File: config.mk
export PLATFORM = sky130hd
export DESIGN_NAME = alu_sequencer
export DESIGN_NICKNAME = d
export VERILOG_FILES = /design/src/rtl/alu_seq_pkg.sv /design/src/rtl/alu_sequencer_watchdog.sv /design/src/rtl/alu_sequencer.sv
export SDC_FILE = /design/constraint.sdc
export NUM_CORES = 1
export LEC_CHECK = 0
export CAP_MARGIN = 20
export CORE_ASPECT_RATIO = 0.8
export CORE_MARGIN = 1.5
export CORE_UTILIZATION = 44
export CTS_CLUSTER_SIZE = 10
export DETAILED_ROUTE_END_ITERATION = 10
export PLACE_DENSITY = 0.75
export SETUP_SLACK_MARGIN = 0.15
export SLEW_MARGIN = 20
export SYNTH_ARGS = -nofsm -noshare
export SYNTH_HDL_FRONTEND = slang
export SYNTH_HIERARCHICAL = 1
export SYNTH_SLANG_ARGS = --single-unit
File: constraint.sdc
create_clock -name clk -period 1.8 [get_ports clk]
set_input_delay 0.36 -clock clk [delete_from_list [all_inputs] [get_ports clk]]
set_output_delay 0.36 -clock clk [all_outputs]
set_load 0.05 [all_outputs]
File: src/rtl/alu_seq_pkg.sv
// Shared opcodes, FSM encoding and opcode properties for the ALU command sequencer.
package alu_seq_pkg;

  localparam logic [1:0] OP_ADD = 2'b00;
  localparam logic [1:0] OP_SUB = 2'b01;
  localparam logic [1:0] OP_MUL = 2'b10;
  localparam logic [1:0] OP_DIV = 2'b11;

  typedef enum logic [2:0] {
    IDLE    = 3'd0,
    START   = 3'd1,
    LOAD_A  = 3'd2,
    LOAD_B  = 3'd3,
    WAIT_R0 = 3'd4,
    WAIT_R1 = 3'd5,
    RESP    = 3'd6
  } seq_state_t;

  // One bit per opcode; set where the ALU returns a second result byte (mul, div).
  localparam logic [3:0] TWO_BYTE_OPS = 4'b1100;

  function automatic logic is_two_byte(input logic [1:0] op);
    return TWO_BYTE_OPS[op];
  endfunction

endpackage

File: src/rtl/alu_sequencer_watchdog.sv
// seq_watchdog: clearable up-counter that flags expiry at TIMEOUT_CYCLES-1 and
// holds there until cleared.
module seq_watchdog #(
  parameter int TIMEOUT_CYCLES = 64
) (
  input  logic clk,
  input  logic reset,
  input  logic clr,
  input  logic en,
  output logic expire
);

  localparam int CNT_W = $clog2(TIMEOUT_CYCLES);
  localparam logic [CNT_W-1:0] LAST = CNT_W'(TIMEOUT_CYCLES - 1);

  logic [CNT_W-1:0] count;

  always_ff @(posedge clk or negedge reset) begin
    if (!reset)
      count <= '0;
    else if (clr)
      count <= '0;
    else if (en && !expire)
      count <= count + 1'b1;
  end

  assign expire = (count == LAST);

endmodule

File: src/rtl/alu_sequencer.sv
// alu_sequencer: accepts one op over valid/ready, replays it into the serial ALU
// BEGIN/op_code/inbus protocol and returns the result byte(s) as one response.
module alu_sequencer
  import alu_seq_pkg::*;
#(
  parameter int TIMEOUT_CYCLES = 64,
  parameter int DATA_W         = 8
) (
  input  logic                clk,
  input  logic                reset,
  input  logic                cmd_valid,
  output logic                cmd_ready,
  input  logic [1:0]          cmd_op,
  input  logic [DATA_W-1:0]   cmd_a,
  input  logic [DATA_W-1:0]   cmd_b,
  output logic                alu_begin,
  output logic [1:0]          alu_op_code,
  output logic [DATA_W-1:0]   alu_inbus,
  input  logic [DATA_W-1:0]   alu_outbus,
  input  logic                alu_end,
  output logic                rsp_valid,
  input  logic                rsp_ready,
  output logic [2*DATA_W-1:0] rsp_data,
  output logic                rsp_err
);

  // state   | meaning
  // IDLE    | ready for a command; op_code bus parked at 0
  // START   | BEGIN high, op_code presented, inbus 0
  // LOAD_A  | BEGIN high, operand A on inbus
  // LOAD_B  | BEGIN low, operand B on inbus
  // WAIT_R0 | waiting for first END (result / low byte / quotient)
  // WAIT_R1 | waiting for second END (high byte / remainder)
  // RESP    | response presented until rsp_ready

  seq_state_t        state, state_nxt;
  logic [1:0]        op_q;
  logic [DATA_W-1:0] a_q, b_q, r0_q;
  logic              wd_clr, wd_en, wd_expire;
  logic              in_wait;

  assign in_wait = (state == WAIT_R0) || (state == WAIT_R1);
  assign wd_en   = in_wait;
  // Restart the count for every END we wait on, including the WAIT_R0 -> WAIT_R1 hop.
  assign wd_clr  = !in_wait || (state == WAIT_R0 && alu_end);

  seq_watchdog #(
    .TIMEOUT_CYCLES(TIMEOUT_CYCLES)
  ) u_watchdog (
    .clk   (clk),
    .reset (reset),
    .clr   (wd_clr),
    .en    (wd_en),
    .expire(wd_expire)
  );

  always_ff @(posedge clk or negedge reset) begin
    if (!reset)
      state <= IDLE;
    else
      state <= state_nxt;
  end

  always_comb begin
    state_nxt   = state;
    cmd_ready   = 1'b0;
    alu_begin   = 1'b0;
    alu_op_code = op_q;
    alu_inbus   = '0;
    rsp_valid   = 1'b0;
    case (state)
      IDLE: begin
        cmd_ready   = 1'b1;
        alu_op_code = 2'b00;
        if (cmd_valid)
          state_nxt = START;
      end
      START: begin
        alu_begin = 1'b1;
        state_nxt = LOAD_A;
      end
      LOAD_A: begin
        alu_begin = 1'b1;
        alu_inbus = a_q;
        state_nxt = LOAD_B;
      end
      LOAD_B: begin
        alu_inbus = b_q;
        state_nxt = WAIT_R0;
      end
      WAIT_R0: begin
        // END beats a simultaneous expiry.
        if (alu_end)
          state_nxt = is_two_byte(op_q) ? WAIT_R1 : RESP;
        else if (wd_expire)
          state_nxt = RESP;
      end
      WAIT_R1: begin
        if (alu_end || wd_expire)
          state_nxt = RESP;
      end
      RESP: begin
        rsp_valid = 1'b1;
        if (rsp_ready)
          state_nxt = IDLE;
      end
      default: begin
        alu_op_code = 2'b00;
        state_nxt   = IDLE;
      end
    endcase
  end

  always_ff @(posedge clk or negedge reset) begin
    if (!reset) begin
      op_q     <= 2'b00;
      a_q      <= '0;
      b_q      <= '0;
      r0_q     <= '0;
      rsp_data <= '0;
      rsp_err  <= 1'b0;
    end else begin
      case (state)
        IDLE: begin
          if (cmd_valid) begin
            op_q <= cmd_op;
            a_q  <= cmd_a;
            b_q  <= cmd_b;
          end
        end
        WAIT_R0: begin
          if (alu_end) begin
            r0_q <= alu_outbus;
            if (!is_two_byte(op_q)) begin
              rsp_data <= {{DATA_W{1'b0}}, alu_outbus};
              rsp_err  <= 1'b0;
            end
          end else if (wd_expire) begin
            rsp_data <= '0;
            rsp_err  <= 1'b1;
          end
        end
        WAIT_R1: begin
          if (alu_end) begin
            rsp_data <= {alu_outbus, r0_q};
            rsp_err  <= 1'b0;
          end else if (wd_expire) begin
            rsp_data <= '0;
            rsp_err  <= 1'b1;
          end
        end
        default: ;
      endcase
    end
  end

endmodule

Yosys cells after proc, flatten, opt, wreduce, memory -nomap -nowiden
Index checks and enable logic that the tools add are counted.
{ "totals": {"regBits": 52, "input_bits": 31, "out_inout_bits": 30} }
{ "classes": {"n_addsub": 1, "n_lt_le_gt_ge": 1, "eq_ne": 12, "mux": 26, "n_reduce_logical": 16} }
{ "op_table": {"columns": ["operator", "count"], "rows": [
  ["16-bit 2-to-1 mux", 4],
  ["16-bit one-hot mux with 2 select lines", 1],
  ["3-bit one-hot mux with 7 select lines", 1],
  ["8-bit one-hot mux with 2 select lines", 1],
  ["3-bit 2-to-1 mux", 5],
  ["6-bit 2-to-1 mux", 2],
  ["3-bit equality test, second input constant", 3],
  ["1-bit 2-to-1 mux", 8],
  ["6-bit by 1-bit adder with 6-bit output, second input constant", 1],
  ["3-bit by 2-bit equality test with 1-bit output, second input constant", 2],
  ["6-bit equality test, second input constant", 1],
  ["2-bit AND reduction", 3],
  ["6-bit OR reduction", 1],
  ["2-bit 2-to-1 mux", 2],
  ["2-bit inequality test, second input constant", 2],
  ["4-bit AND reduction", 1],
  ["2-bit nonzero test", 2],
  ["3-bit by 1-bit equality test with 1-bit output, second input constant", 1],
  ["3-bit logical NOT", 1],
  ["1-bit logical OR", 3],
  ["2-bit by 3-bit less-than comparator with 1-bit output, second input constant", 1],
  ["3-bit by 2-bit inequality test with 1-bit output, second input constant", 1],
  ["3-bit inequality test, second input constant", 1],
  ["1-bit binary-select mux with 2-bit select", 1],
  ["5 further kinds", 7]
]} }

Longest topological paths before layout
{ "logic_depth": {"word_depth": 5, "ltp_mapped": 8} }

Cells and area by module
The synthesis kept the hierarchy.
{ "by_module_without_submodules": {"columns": ["mod", "n_inst", "cells_per_inst", "area_each_um2", "seq_area_each_um2"], "rows": [
  ["alu_sequencer", 1, 169, 2090.8, 1151.1],
  ["seq_watchdog", 1, 39, 380.4, 150.1]
]} }

Worst setup path after synthesis
No wires, ideal clock.
{ "synth_timing": {"path_type": "reg-to-reg", "startpoint": "register state[2]", "endpoint": "register a_q[0]", "arrival_ns": 2.087, "setup_slack_ns": -0.412, "stages_incl_launch_ff": 7, "n_path_buf": 3, "path_cell_list": "dfrtp_1 > buf_4 > nor3_2 > and2_1 > buf_4 > buf_4 > mux2_2"} }
{ "synth_between": {"elab_chain_cells": 2} }
{ "synth_rtl": {"columns": ["element", "line", "text"], "rows": [
  ["from (decl)", "alu_sequencer.sv:36", "seq_state_t state, state_nxt;"],
  ["from (signal assigned)", "alu_sequencer.sv:61", "state <= state_nxt;"],
  ["3-bit logical NOT", "alu_sequencer.sv:123", "case (state)"],
  ["2-bit AND reduction (no source line)", null, null],
  ["to (signal assigned)", "alu_sequencer.sv:127", "a_q <= cmd_a;"],
  ["to (decl)", "alu_sequencer.sv:38", "logic [DATA_W-1:0] a_q, b_q, r0_q;"]
]} }
Every way passes these cells.
A chain may end at the register's enable or synchronous reset.

Final worst setup path
{ "layout_timing": {"startpoint": "register state[0]", "endpoint": "output port alu_inbus[7]"} }
{ "layout_between": {"elab_chain_cells": 2, "word_cells_on_any_way": 3, "classes_between": "eq/ne: 2; mux: 1"} }
{ "layout_rtl": {"columns": ["element", "line", "text"], "rows": [
  ["3-bit by 2-bit equality test with 1-bit output", "alu_sequencer.sv:71", "case (state)"],
  ["8-bit one-hot mux with 2 select lines (*)", "alu_sequencer.sv:71", null],
  ["to (decl)", "alu_sequencer.sv:18", "output logic [DATA_W-1:0] alu_inbus,"]
]} }
Every way passes the cells marked *; elsewhere a longest branch is shown, timed or not.

==> summary.md <==
| Metric | Value |
|---|---|
| Max Clk Rate | 553 MHz |
| HPWL after DPL | ~4200 µm |
| Failing checks | negative setup slack |
| WL/cell | 17.4 µm |
| Num CTS Buffers | 5 |
| Die Area | 0.00608 mm² |
| Layout net count | 326 |
| Crit path launch type | flop |
| Clk_skew | 0.00614 ns |
| Static leakage | 1.67 nW |
| Power density over cell area | 2040 mW/mm² |
| Die H | between 70 and 80 µm |
| Buffers on Ports | 60 |
| Iteration-0 DRC Markers | a little over 80 |
| Most used flip-flop cell after synthesis | dfrtp_1 |
| Maximum buffer depth of the clock tree | 2 |
| DRT Pass-1 Iters | 4 |
| Final min period | 1.81 ns |
| Number of synthesized flops with an enable pin | 0 |
| P&R area growth vs syn | 59.3% |
| Fin area | 0.00394 mm² |
| Placed instance count | roughly 350 |
| ANT nets after route | 0 |
| Core area | 0.00544 mm² |
| DR vias | 1,969 |
| Slew margin rel. | 0.483 |
| Nature of the critical path endpoint | output pin |
| # DRC | 0 |
| Slew Limit Fails | 0 |
| Vias/cell | 5.29 |
| Hold Vio Cnt, Final | 0 |
| Total grt overflow | 0 |
| CP arrival | 1.45 ns |
| Vias in the first global route | 2,057 |
| Top Family by Delay on Critical Path | flip-flops |
| Final Cycle Share | 1.00 |
| Seq/Total Area, Yosys | 0.527 |
| CP Class | flop to output pin |
| Post-Syn Area | 0.00247 mm² |
| Setup WS pre-CTS | -0.169 ns |
| Yosys Warn Count | 6 |
| Largest net degree at the start of global routing | 26 |
| Boundary pin count | 61 |
| Share of cells above drive strength 1 | 0.473 |
| Worst-margin pin slew | 0.774 ns |
| Setup TNS | -0.0127 ns |
| Die Wd | a little under 90 µm |
| Maximum vdd ir drop | 0.00148 V |
| Yosys reg bits | 52 |
| Cts hold-fix bufs | 0 |
| GR Util All Layers | 0.219 |
| GP Congestion | roughly 0.76 |
| CTS root buf | clkbuf_8 |
| Worst Slack Setup Final | -0.00751 ns |
| CP Cell Sequence | buf_6 > mux2i_4 > nor2_4 > buf_12 |
| Crit path buffers/inverters | 2 |
| Placed cell area | 0.00341 mm² |
| Mapped Nets | 240 |
| Worst Path Required | between 1 and 1.5 ns |
| TritonCTS clock tree | built |
| Starting Density | 0.455 |
| Status | finished with violations |
| Clk sinks | 52 |
| Clk_lat worst skew | 0.31 ns |
| CP max FO | 6 |
| Post-Route WL | 6490 µm |
| Post-synthesis area per instance | 11.9 µm² |
| Post-synthesis async set-or-reset flop share | 1.00 |
| Clk slew on worst S/H paths | 0.09 ns |
| Slowest cell on the critical path | dfrtp_2 |
| Cell count after synthesis | ~210 |
| Non-Filler Instances | 372 |
| Initial antenna violation count | 0 |
| CP peak stage delay | roughly 0.50 ns |
| Post-synthesis cell type count | 40 |
| N_diodes | 0 |
| Max-Cap Viols | 0 |
| RSZ-0062 raised after global routing | true |
| H-tree depth | 2 |
| Setup violators final | 5 |
| First-pass GRT wire length | 10,300 µm |
| Site Rows | 24 |
| HP Class | input pin to asynchronous set/reset pin |
==> Yosys cell counts (3+ instances only) <==
cell,number,share of area
a22o_1,8,0.028
dfrtp_1,52,0.53
clkbuf_1,4,0.0061
o2bb2ai_1,8,0.028
mux2_2,26,0.12
nor3b_1,11,0.033
and3_1,3,0.0076
a21oi_1,16,0.032
buf_6,4,0.018
buf_4,4,0.012
inv_1,6,0.0091
mux2i_1,8,0.032
nand2_1,7,0.011
and2_1,3,0.0076
nor2_1,14,0.021
nand2b_1,3,0.0076
==> layout by cell type, fill, tap and decap left out, types with 3 or more instances in the layout <==
cell type         n
dfrtp_1          49
a21oi_1          15
a22o_1            8
buf_12           15
nor3b_1          11
nand2_1           7
nor2_1            4
clkbuf_8          5
dfrtp_2           3
mux2_2           16
clkdlybuf4s50_1  29
buf_4            40
o2bb2ai_4         7
nor2_4            4
inv_1             4
nor2_2            6
mux2_4           10
mux2i_4           4
buf_6             6
==> cells by family (layout without fill, tap and decap cells) <==
family	after synthesis	count (layout)	share of synthesized area
and+or+nand+nor	55	55	0.136
adders and majority gates	1	1	0.00506
buffers and inverters	20	106	0.0496
muxes	34	34	0.151
AOI/OAI and AO/OA	46	46	0.132
DFF	52	52	0.527
==> sequential cells by signal, indices dropped and copies added, names as in the netlist <==
name              cells
rsp_err               1
rsp_data             16
state                 3
a_q                   8
op_q                  2
u_watchdog/count      6
r0_q                  8
b_q                   8
==> path summary, 6_finish.rpt <==
kind / startpoint / endpoint / slack (ns) / cells past startpoint
worst min register to register: b_q[5] / b_q[5] / 0.51 / 1
worst max register to register: state[0] / rsp_data[15] / 0 / 6
max in group asynchronous: reset / state[1] / 1.25 / 2
worst min-delay path: reset / a_q[2] / 0.02 / 1
min in group clk: b_q[5] / b_q[5] / 0.51 / 1
worst max-delay path: state[0] / alu_inbus[7] / -0.008 / 4
==> stage by stage <==
stage / power, W / util / hold WS, ns
CTS: 0.00752 / 0.687 / 0.0304
floorplan: 0.00468 / - / 0.0644
detailed placement: 0.00617 / 0.627 / 0.364
global placement: 0.00609 / 0.627 / 0.363
finish: 0.00804 / 0.724 / 0.0216
global route: 0.00840 / 0.724 / 0.0479
==> power by group <==
group	total, W	switching (W)	internal (W)
Sequential	0.00216	0.000460	0.00170
Combinational	0.00496	0.00258	0.00238
Clock	0.000926	0.000379	0.000547
==> layout make-up <==
| cell class | count | area [µm²] |
|---|---|---|
| Fill cell | 378 | 1500 |
| Sequential cell | 52 | 1310 |
| Clock buffer | 5 | 68.8 |
| Timing Repair Buffer | 93 | 993 |
| Multi-Input combinational cell | 136 | 1390 |
| Tap cell | 78 | 97.6 |
| Inverter | 6 | 25.0 |
| Clock inverter | 2 | 60.1 |
==> worst register-to-register path, stage by stage (launching register included) <==
cell     delay (ns)
dfrtp_2        0.49
buf_6          0.14
buf_6          0.10
and3b_1        0.19
or3_4          0.41
buf_6          0.16
a22o_1         0.20
==> layer usage <==
metal | up-vias | wire length [µm] | GRT usage
met4 | 0 | 68 | 0.0430
li1 | 928 | - | -
met5 | - | 0 | 0
met1 | 973 | 2950 | 0.300
met2 | 60 | 3130 | 0.347
met3 | 8 | 346 | 0.0650
==> what timing repair did <==
item	CTS	global route
resized for setup	35	28
gates cloned	1	0
setup endpoints to repair	29	37
hold endpoints to repair	0	0
buffers inserted	7	3
pin swaps	14	10
Note: power is estimated with default switching activity, not from simulation.
